===== src/rtl/lsu_mem_stage_if.sv =====
// Bundles the EX-side op handshake, the data-memory bus and the writeback record.
// The master view is the LSU itself; the slave view is the EX stage, memory and writeback.
interface lsu_mem_stage_if #(
    parameter int XLEN = 32
);
    logic            ex_valid;
    logic            ex_ready;
    logic            ex_is_load;
    logic            ex_is_store;
    logic [2:0]      ex_funct3;
    logic [XLEN-1:0] ex_alu_out;
    logic [XLEN-1:0] ex_store_data;
    logic [4:0]      ex_rd;

    logic            dmem_req;
    logic            dmem_we;
    logic [XLEN-1:0] dmem_addr;
    logic [XLEN-1:0] dmem_wdata;
    logic [3:0]      dmem_be;
    logic            dmem_gnt;
    logic            dmem_rvalid;
    logic [XLEN-1:0] dmem_rdata;

    logic            wb_valid;
    logic            wb_we;
    logic [4:0]      wb_rd;
    logic [XLEN-1:0] wb_data;
    logic            wb_err;

    modport master (
        input  ex_valid, ex_is_load, ex_is_store, ex_funct3, ex_alu_out, ex_store_data, ex_rd,
        output ex_ready,
        output dmem_req, dmem_we, dmem_addr, dmem_wdata, dmem_be,
        input  dmem_gnt, dmem_rvalid, dmem_rdata,
        output wb_valid, wb_we, wb_rd, wb_data, wb_err
    );

    modport slave (
        output ex_valid, ex_is_load, ex_is_store, ex_funct3, ex_alu_out, ex_store_data, ex_rd,
        input  ex_ready,
        input  dmem_req, dmem_we, dmem_addr, dmem_wdata, dmem_be,
        output dmem_gnt, dmem_rvalid, dmem_rdata,
        input  wb_valid, wb_we, wb_rd, wb_data, wb_err
    );
endinterface


===== src/rtl/lsu_mem_stage.sv =====
// RV32I memory-stage load/store unit: legality check, lane steering, one
// outstanding dmem transaction, sign/zero extension and a registered writeback record.
module lsu_mem_stage #(
    parameter int XLEN = 32
) (
    input  logic           clk,
    input  logic           reset,
    lsu_mem_stage_if.master bus
);

    typedef enum logic [1:0] {IDLE, REQ, WAIT_RSP} state_t;

    state_t     state;
    logic [2:0] funct3_p1;
    logic [1:0] off_p1;
    logic [4:0] rd_p1;
    logic       is_load_p1;

    function automatic logic access_ok(input logic ld, input logic st,
                                       input logic [2:0] f3, input logic [1:0] off);
        logic ok;
        ok = 1'b0;
        if (!(ld && st)) begin
            case (f3)
                3'b000:  ok = 1'b1;
                3'b001:  ok = !off[0];
                3'b010:  ok = (off == 2'b00);
                3'b100:  ok = ld;
                3'b101:  ok = ld && !off[0];
                default: ok = 1'b0;
            endcase
        end
        return ok;
    endfunction

    function automatic logic [3:0] store_be(input logic [2:0] f3, input logic [1:0] off);
        case (f3)
            3'b000:  return 4'b0001 << off;
            3'b001:  return 4'b0011 << off;
            default: return 4'b1111;
        endcase
    endfunction

    function automatic logic [XLEN-1:0] store_wdata(input logic [2:0] f3, input logic [XLEN-1:0] rs2);
        case (f3)
            3'b000:  return {4{rs2[7:0]}};
            3'b001:  return {2{rs2[15:0]}};
            default: return rs2;
        endcase
    endfunction

    function automatic logic [XLEN-1:0] load_extend(input logic [2:0] f3, input logic [1:0] off,
                                                    input logic [XLEN-1:0] word);
        logic [XLEN-1:0]    lane;
        logic signed [7:0]  lane_b;
        logic signed [15:0] lane_h;
        lane   = word >> {off, 3'b000};
        lane_b = lane[7:0];
        lane_h = lane[15:0];
        case (f3)
            3'b000:  return XLEN'(lane_b);
            3'b001:  return XLEN'(lane_h);
            3'b100:  return XLEN'(lane[7:0]);
            3'b101:  return XLEN'(lane[15:0]);
            default: return lane;
        endcase
    endfunction

    // Gating with reset keeps EX from seeing a ready LSU while it is held in reset.
    assign bus.ex_ready = (state == IDLE) && !reset;

    always_ff @(posedge clk or posedge reset) begin
        if (reset) begin
            state          <= IDLE;
            funct3_p1      <= '0;
            off_p1         <= '0;
            rd_p1          <= '0;
            is_load_p1     <= 1'b0;
            bus.dmem_req   <= 1'b0;
            bus.dmem_we    <= 1'b0;
            bus.dmem_addr  <= '0;
            bus.dmem_wdata <= '0;
            bus.dmem_be    <= '0;
            bus.wb_valid   <= 1'b0;
            bus.wb_we      <= 1'b0;
            bus.wb_rd      <= '0;
            bus.wb_data    <= '0;
            bus.wb_err     <= 1'b0;
        end else begin
            bus.wb_valid <= 1'b0;
            bus.wb_we    <= 1'b0;
            bus.wb_err   <= 1'b0;
            case (state)
                IDLE: begin
                    if (bus.ex_valid) begin
                        if (!bus.ex_is_load && !bus.ex_is_store) begin
                            bus.wb_valid <= 1'b1;
                            bus.wb_we    <= 1'b1;
                            bus.wb_rd    <= bus.ex_rd;
                            bus.wb_data  <= bus.ex_alu_out;
                        end else if (!access_ok(bus.ex_is_load, bus.ex_is_store,
                                                bus.ex_funct3, bus.ex_alu_out[1:0])) begin
                            bus.wb_valid <= 1'b1;
                            bus.wb_err   <= 1'b1;
                            bus.wb_rd    <= bus.ex_rd;
                            bus.wb_data  <= '0;
                        end else begin
                            funct3_p1      <= bus.ex_funct3;
                            off_p1         <= bus.ex_alu_out[1:0];
                            rd_p1          <= bus.ex_rd;
                            is_load_p1     <= bus.ex_is_load;
                            bus.dmem_req   <= 1'b1;
                            bus.dmem_we    <= bus.ex_is_store;
                            bus.dmem_addr  <= {bus.ex_alu_out[XLEN-1:2], 2'b00};
                            bus.dmem_wdata <= bus.ex_is_store ?
                                              store_wdata(bus.ex_funct3, bus.ex_store_data) : '0;
                            bus.dmem_be    <= bus.ex_is_store ?
                                              store_be(bus.ex_funct3, bus.ex_alu_out[1:0]) : 4'b1111;
                            state          <= REQ;
                        end
                    end
                end
                REQ: begin
                    if (bus.dmem_gnt) begin
                        bus.dmem_req <= 1'b0;
                        if (is_load_p1) begin
                            state <= WAIT_RSP;
                        end else begin
                            bus.wb_valid <= 1'b1;
                            bus.wb_rd    <= rd_p1;
                            bus.wb_data  <= '0;
                            state        <= IDLE;
                        end
                    end
                end
                WAIT_RSP: begin
                    if (bus.dmem_rvalid) begin
                        bus.wb_valid <= 1'b1;
                        bus.wb_we    <= 1'b1;
                        bus.wb_rd    <= rd_p1;
                        bus.wb_data  <= load_extend(funct3_p1, off_p1, bus.dmem_rdata);
                        state        <= IDLE;
                    end
                end
                default: state <= IDLE;
            endcase
        end
    end

endmodule


===== src/flat_wrapper.sv =====
// flat-port wrapper written by rule: the top's interface ports become plain ports
module lsu_mem_stage_flat 
#(
    parameter int XLEN = 32
)
  (clk, reset, bus_ex_valid, bus_ex_is_load, bus_ex_is_store, bus_ex_funct3, bus_ex_alu_out, bus_ex_store_data, bus_ex_rd, bus_ex_ready, bus_dmem_req, bus_dmem_we, bus_dmem_addr, bus_dmem_wdata, bus_dmem_be, bus_dmem_gnt, bus_dmem_rvalid, bus_dmem_rdata, bus_wb_valid, bus_wb_we, bus_wb_rd, bus_wb_data, bus_wb_err);
  lsu_mem_stage_if #(.XLEN(XLEN)) bus_i ();
  input  logic clk;
  input  logic reset;
  input wire logic [$bits(bus_i.ex_valid)-1:0] bus_ex_valid;
  input wire logic [$bits(bus_i.ex_is_load)-1:0] bus_ex_is_load;
  input wire logic [$bits(bus_i.ex_is_store)-1:0] bus_ex_is_store;
  input wire logic [$bits(bus_i.ex_funct3)-1:0] bus_ex_funct3;
  input wire logic [$bits(bus_i.ex_alu_out)-1:0] bus_ex_alu_out;
  input wire logic [$bits(bus_i.ex_store_data)-1:0] bus_ex_store_data;
  input wire logic [$bits(bus_i.ex_rd)-1:0] bus_ex_rd;
  output wire logic [$bits(bus_i.ex_ready)-1:0] bus_ex_ready;
  output wire logic [$bits(bus_i.dmem_req)-1:0] bus_dmem_req;
  output wire logic [$bits(bus_i.dmem_we)-1:0] bus_dmem_we;
  output wire logic [$bits(bus_i.dmem_addr)-1:0] bus_dmem_addr;
  output wire logic [$bits(bus_i.dmem_wdata)-1:0] bus_dmem_wdata;
  output wire logic [$bits(bus_i.dmem_be)-1:0] bus_dmem_be;
  input wire logic [$bits(bus_i.dmem_gnt)-1:0] bus_dmem_gnt;
  input wire logic [$bits(bus_i.dmem_rvalid)-1:0] bus_dmem_rvalid;
  input wire logic [$bits(bus_i.dmem_rdata)-1:0] bus_dmem_rdata;
  output wire logic [$bits(bus_i.wb_valid)-1:0] bus_wb_valid;
  output wire logic [$bits(bus_i.wb_we)-1:0] bus_wb_we;
  output wire logic [$bits(bus_i.wb_rd)-1:0] bus_wb_rd;
  output wire logic [$bits(bus_i.wb_data)-1:0] bus_wb_data;
  output wire logic [$bits(bus_i.wb_err)-1:0] bus_wb_err;
  assign bus_i.ex_valid = bus_ex_valid;
  assign bus_i.ex_is_load = bus_ex_is_load;
  assign bus_i.ex_is_store = bus_ex_is_store;
  assign bus_i.ex_funct3 = bus_ex_funct3;
  assign bus_i.ex_alu_out = bus_ex_alu_out;
  assign bus_i.ex_store_data = bus_ex_store_data;
  assign bus_i.ex_rd = bus_ex_rd;
  assign bus_ex_ready = bus_i.ex_ready;
  assign bus_dmem_req = bus_i.dmem_req;
  assign bus_dmem_we = bus_i.dmem_we;
  assign bus_dmem_addr = bus_i.dmem_addr;
  assign bus_dmem_wdata = bus_i.dmem_wdata;
  assign bus_dmem_be = bus_i.dmem_be;
  assign bus_i.dmem_gnt = bus_dmem_gnt;
  assign bus_i.dmem_rvalid = bus_dmem_rvalid;
  assign bus_i.dmem_rdata = bus_dmem_rdata;
  assign bus_wb_valid = bus_i.wb_valid;
  assign bus_wb_we = bus_i.wb_we;
  assign bus_wb_rd = bus_i.wb_rd;
  assign bus_wb_data = bus_i.wb_data;
  assign bus_wb_err = bus_i.wb_err;
  lsu_mem_stage #(.XLEN(XLEN)) u_core (.clk(clk), .reset(reset), .bus(bus_i));
endmodule

===== config.mk =====
export PLATFORM = sky130hd
export DESIGN_NAME = lsu_mem_stage_flat
export DESIGN_NICKNAME = d
export VERILOG_FILES = /design/src/rtl/lsu_mem_stage_if.sv /design/src/rtl/lsu_mem_stage.sv /design/src/flat_wrapper.sv
export SDC_FILE = /design/constraint.sdc
export NUM_CORES = 1
export LEC_CHECK = 0
export CORE_ASPECT_RATIO = 1.1
export CORE_UTILIZATION = 32
export DETAILED_ROUTE_END_ITERATION = 10
export MAX_ROUTING_LAYER = met4
export PLACE_DENSITY = 0.72
export SLEW_MARGIN = 15
export SYNTH_ARGS = -nofsm -noshare
export SYNTH_HDL_FRONTEND = slang
export SYNTH_SLANG_ARGS = --single-unit

===== constraint.sdc =====
create_clock -name clk -period 6.6 [get_ports clk]
set_input_delay 0.66 -clock clk [delete_from_list [all_inputs] [get_ports clk]]
set_output_delay 0.66 -clock clk [all_outputs]
set_load 0.005 [all_outputs]

==> results.md, run 1 <==
- Status: completed
- RSZ-0062 raised after global routing: false
- Synth top area share: 46.5%
- Largest net degree at the start of global routing: 69
- Leakage power: 3.91 nW
- Synth area leader: dfrtp_1
- Post-Route Setup TNS: 0 ns
- Reg clk slew, reported paths: 0.05 ns
- FF/Latch Area: 0.00303 mm²
- Worst R2R Start: u_core.state[1]$_DFFE_PP0P_
- Num rows: 54
- Crit share post-route: 49.8%
- DR WL met3: 910 µm
- Critical Setup Path Class: in -> reg
- Critical-path maximum fanout: 26
- Setup WS post-layout: 3.31 ns
- PwrDens: 445 mW/mm²
- WP buf/inv: 2
- Critical path capture point type: register
- Measured slew at the worst slew-check pin: 0.938 ns
- WHS Endpoint: u_core.bus.dmem_wdata[21]$_DFFE_PP0P_
- EDFF count, synth: 0
- Final setup viols: 0
- CORE AREA: 0.0199 mm²
- Syn-to-layout area delta: 44.5%
- Worst vdd ir: 219 µV
- Post-CTS setup buffer count: 0
- Clock Skews: 0.00799 ns
- Gate family responsible for the most delay along the worst path: buffers and inverters
- Routed vias/inst: 5.00
- Slowest CP cell: clkdlybuf4s50_1
- Initial antenna violation count: 0
- Minimum clock period after layout: 3.29 ns
- Ports: 222
- Initial Util: 32.8%
- Routed WL: 19200 µm
- Synth warn: 0
- Flop-to-flop setup slack: 3.61 ns
- Antenna cells: 0
- IO buf count: 219
- Commonest cells in the synthesized netlist: dfrtp_1, mux2_2, inv_1
- Grt ovf: 0
- # clock sinks: 121
- WL met2: 9460 µm
- Drt initial violations: 324
- CP arrival: 3.59 ns
- Layout cells sized above 1: 19.9%
- Die area: 0.0209 mm²
- Sum of routed wire segments on met1: 8260 µm
- Top-count cell post-synth: dfrtp_1
- Final Hold Violating Endpoints: 0
- Clock tree root buffer cell: clkbuf_16
- Placer congestion estimate: 0.834
- Slew margin rel.: 37.3%
- Post-synthesis register bit count: 121
- Fmax: 304 MHz
- Post-route DRC: 0
- Post-cts resize count: 0
- Area contributors post-synth: dfrtp_1, mux2_2, mux2i_1
- DR WL/cell: 18.9 µm
- CTS HTree Levels: 4
- Syn Area/Cell: 12.0 µm²
- Drt first pass iters: 4
- CP Launch Type: primary input
- Syn Inst Count: 544
- Max-slew violations: 0
- Max-cap violations: 0
- Ys async rst share: 100%
- Worst-path cell chain: clkdlybuf4s50_1 -> nor4_4 -> a21oi_4 -> o21bai_4 -> buf_4 -> mux2_2
- Global-route wire length before repair: 28800 µm
- Hold path start: u_core.bus.dmem_wdata[21]$_DFFE_PP0P_
- Clock tree buffer depth: 2
- Vias in the first global route: 5018
- Filler Cells Inserted: 1846
- Register area share after synthesis: 46.5%
- Cts hold-fix bufs: 0
- Worst Reg-to-Reg Cells: 7
- Clk Latency, worst-skew pair: 0.42 ns
- Post-detail-place hpwl: 13900 µm
- Netlist cell types: 54
- Pre-CTS setup slack: 2.86 ns
- Mapped cell area: 0.00651 mm²
- Required time of the critical path: 6.90 ns
- CP peak stage delay: 0.82 ns
- TritonCTS Buffers: 17
- Reg-to-Reg End: u_core.bus.wb_rd[4]$_DFFE_PP0P_
- GRT Total Usage: 19.1%
- Antenna-violating nets left: 0
- Die Y: 152 µm
- Horiz. Die Dim: 138 µm
- TritonCTS clock tree: built
- Hold Crit Depth: 1
- Multi-input gate area: 0.00304 mm²
- Layout Nets: 864
- Max Used Layer: met4
- Top FF cell, synth: dfrtp_1
- Routed vias: 5057
- Tightest Hold Check Type: reg -> reg
state kept, by name, indices dropped and copies added (netlist names):
signal and cells:
u_core.bus.dmem_addr 30, u_core.bus.dmem_be 4, u_core.bus.dmem_req 1, u_core.bus.dmem_wdata 32
u_core.bus.dmem_we 1, u_core.bus.wb_data 32, u_core.bus.wb_err 1, u_core.bus.wb_rd 5
u_core.bus.wb_valid 1, u_core.bus.wb_we 1, u_core.funct3_p1 3, u_core.is_load_p1 1
u_core.off_p1 2, u_core.rd_p1 5, u_core.state 2
worst register-to-register path, cell delays in order, from the launching register on:
cell and delay (ns):
dfrtp_1 0.42, inv_1 0.09, ha_1 0.32, nor2b_4 0.20, a2111o_1 0.57, o21bai_4 0.54, buf_4 0.37, mux2_2 0.36
worst max path at each step:
stage / depth (start not counted) / slack [ns] / startpoint / endpoint
finish: 6 / 3.31 / bus_ex_funct3[0] / u_core.bus.wb_rd[4]$_DFFE_PP0P_
global route: 6 / 3.18 / bus_ex_funct3[0] / u_core.bus.wb_rd[0]$_DFFE_PP0P_
CTS: 6 / 3.29 / bus_ex_funct3[0] / u_core.bus.wb_rd[4]$_DFFE_PP0P_
detailed placement: 6 / 2.86 / bus_ex_funct3[0] / u_core.bus.wb_rd[4]$_DFFE_PP0P_
global placement: 6 / 2.90 / bus_ex_funct3[0] / u_core.bus.wb_rd[0]$_DFFE_PP0P_
floorplan: 1 / 2.73 / reset / u_core.bus.dmem_addr[10]$_DFFE_PP0P_
placed cells by master (no fill, tap or decap), drive strengths merged, types with 9 or more instances in the layout:
cell / count
clkdlybuf4s50: 219
dfrtp: 121
mux2: 84
inv: 48
mux2i: 45
nand2: 34
clkbuf: 20
a32oi: 19
o21ai: 18
a21boi: 16
nor2: 14
buf: 9
metrics by stage:
| stage | power [mW] | util (%) | hold WS [ns] | area [µm²] | instances |
|---|---|---|---|---|---|
| final | 4.19 | 47.3 | 0.502 | 9400 | 1012 |
| after global routing | 4.44 | 47.3 | 0.518 | 9400 | 1012 |
| after CTS | 4.23 | 47.3 | 0.506 | 9400 | 1012 |
| after detailed placement | 3.29 | 44.5 | 0.492 | 8830 | 982 |
| after global placement | 3.26 | 44.5 | 0.484 | 8830 | 982 |
| after floorplan | 2.37 | - | 0.475 | 6510 | 545 |
power by group:
part	leakage, nW	switching [mW]	internal [mW]
logic	2.13	0.753	1.18
clock network	0.285	0.329	0.594
registers	1.50	0.225	1.11
logic make-up (layout without fill, tap and decap cells):
family	count (synthesis)	after routing	synth area share [%]
other	1	2	0.0576
XOR/XNOR	2	2	0.269
AO/OA/AOI/OAI	113	113	14.9
AND/OR/NAND/NOR	76	76	6.11
buffers and inverters	91	306	6.83
adder cells (fa/ha/maj)	4	4	0.769
multiplexers	136	136	24.5
flip-flops	121	121	46.5
final cells by class:
cell class                      count  share of cell area [%]
Clock inverter                     10                    1.36
Inverter                           48                    1.94
Timing Repair Buffer              228                    24.0
Clock buffer                       20                    4.75
Sequential cell                   121                    32.2
Tap cell                          252                    3.35
Multi-Input combinational cell    333                    32.4
layer usage:
metal / GRT usage, % / vias to the layer above
met5: - / -
met4: 7.77 / 0
met3: 3.59 / 30
met2: 29.7 / 157
met1: 24.3 / 2489
li1: - / 2381
(Power assumes the default switching activity.)
==> run 2: changes to the inputs <==
clock period = 3.07 ns   (was 6.6 ns; I/O delays follow)
==> run 2 against run 1 <==
  * Via count is 0.61% lower
  * Power up 110%
  * Routed wire length down 0.27%
  * Count of clock-buffer cells in the layout grew 2
  * Sequential cell count unchanged
  * Hold slack worse by 0.0010 ns
  * Die area unchanged
  * Sequential share of layout area fell by 0.16 points
  * Clock skew rose by 0.0085 ns
==> results.md, run 2 (synthesized netlist as in run 1, its figures left out) <==
- Post-route DRC: 0
- Drt initial violations: 281
- Horiz. Die Dim: 138 µm
- Initial Util: 32.8%
- Fmax: 423 MHz
- Routed vias/inst: 4.93
- Reg clk slew, reported paths: 0.05 ns
- # clock sinks: 121
- CTS HTree Levels: 4
- Critical-path maximum fanout: 9
- Layout cells sized above 1: 20.7%
- Post-CTS setup buffer count: 0
- DR WL/cell: 18.7 µm
- Commonest non-fill, non-tap cell in the layout: clkdlybuf4s50_1
- Clock tree buffer depth: 2
- Die Y: 152 µm
- Syn-to-layout area delta: 45.2%
- Ports: 222
- Largest regs: u_core.bus.dmem_wdata: 32 flops, u_core.bus.wb_data: 32 flops, u_core.bus.dmem_addr: 30 flops
- TritonCTS Buffers: 17
- IO buf count: 219
- Num rows: 54
- Post-cts resize count: 0
- Routed WL: 19100 µm
- RSZ-0062 raised after global routing: false
- WHS Endpoint: u_core.rd_p1[4]$_DFFE_PP0P_
- Die area: 0.0209 mm²
- Final Hold Violating Endpoints: 0
- Crit share post-route: 77.0%
- CP arrival: 2.69 ns
- Max-slew violations: 0
- Cts hold-fix bufs: 0
- Slew margin rel.: 41.6%
- Leakage power: 3.92 nW
- Measured slew at the worst slew-check pin: 0.876 ns
- Critical path capture point type: register
- Pwr Total: 8.96 mW
- Clk Latency, worst-skew pair: 0.42 ns
- Post-detail-place hpwl: 14200 µm
- Post-Route Setup TNS: 0 ns
- Final setup viols: 0
- Flop-to-flop setup slack: 0.71 ns
- Most frequent cells in the layout: clkdlybuf4s50_1, dfrtp_1, mux2_2
- Antenna-violating nets left: 0
- Clock tree root buffer cell: clkbuf_16
- GRT Total Usage: 19.2%
- Largest net degree at the start of global routing: 67
- Tightest Hold Check Type: reg -> reg
- Grt ovf: 0
- Drt first pass iters: 5
- Hold path start: u_core.rd_p1[4]$_DFFE_PP0P_
- Global-route wire length before repair: 29100 µm
- Minimum clock period after layout: 2.36 ns
- Antenna cells: 0
- CP Launch Type: register
- Clock Skews: 0.0165 ns
- Vias in the first global route: 5023
- Max-cap violations: 0
- Routed vias: 5026
- Placer congestion estimate: 0.868
- Initial antenna violation count: 0
- Layout Nets: 871
- Worst vdd ir: 431 µV
- Hold Crit Depth: 1
- CORE AREA: 0.0199 mm²
- Worst Reg-to-Reg Cells: 6
- Required time of the critical path: 3.40 ns
- Worst R2R Start: u_core.state[1]$_DFFE_PP0P_
- TritonCTS clock tree: built
- PwrDens: 948 mW/mm²
- Critical Setup Path Class: reg -> reg
- Reg-to-Reg End: u_core.bus.wb_data[25]$_DFFE_PP0P_
- Status: completed
run 2: report_power, final:
part / leakage, nW / internal [mW] / switching (mW)
combinational: 2.16 / 2.58 / 1.67
sequential: 1.50 / 2.39 / 0.473
clock: 0.265 / 1.14 / 0.705
total: 3.92 / 6.11 / 2.85
run 2: final cells by class:
class	count	area, µm²
clock buffers	22	464
clock inverters	9	75.1
fillers	1833	10400
inverters	48	184
multi-input cells	333	3050
flip-flops and latches	121	3030
well taps	252	315
repair buffers	235	2340
run 2: how the worst max path moves through the flow:
stage / startpoint / cells after the start / endpoint / slack [ns]
floorplan: u_core.state[0]$_DFFE_PP0P_ / 10 / u_core.bus.wb_data[0]$_DFFE_PP0P_ / 0.88
global placement: bus_ex_funct3[2] / 6 / u_core.bus.dmem_addr[18]$_DFFE_PP0P_ / 0.67
detailed placement: bus_ex_funct3[2] / 6 / u_core.bus.dmem_addr[2]$_DFFE_PP0P_ / 0.63
CTS: u_core.state[1]$_DFFE_PP0P_ / 6 / u_core.bus.wb_data[25]$_DFFE_PP0P_ / 0.65
global route: u_core.state[1]$_DFFE_PP0P_ / 6 / u_core.bus.wb_data[27]$_DFFE_PP0P_ / 0.50
finish: u_core.state[1]$_DFFE_PP0P_ / 6 / u_core.bus.wb_data[25]$_DFFE_PP0P_ / 0.71
run 2: metrics by stage:
stage               area [µm²]  utilization (%)  worst slack [ns]  hold WS, ns  cells
floorplan                 6520                -             0.878        0.444    545
global placement          8910             44.9             0.666        0.486    989
detailed placement        8910             44.9             0.631        0.490    989
CTS                       9450             47.6             0.655        0.505   1020
global route              9450             47.6             0.499        0.515   1020
finish                    9450             47.6             0.707        0.501   1020
run 2: routing by layer:
| layer | track usage [%] | up-vias | share of wire, % |
|---|---|---|---|
| met5 | - | - | 0 |
| met4 | 7.83 | 0 | 2.8 |
| met3 | 3.46 | 28 | 3.5 |
| met2 | 29.7 | 124 | 50 |
| met1 | 24.9 | 2483 | 44 |
| li1 | - | 2391 | - |
run 2: worst max-delay path, stage by stage (launching register included):
cell and delay [ns]:
dfrtp_1 0.41, inv_1 0.09, ha_1 0.44, nand4b_2 0.31
nor2_1 0.59, a221oi_1 0.20, a32oi_2 0.26
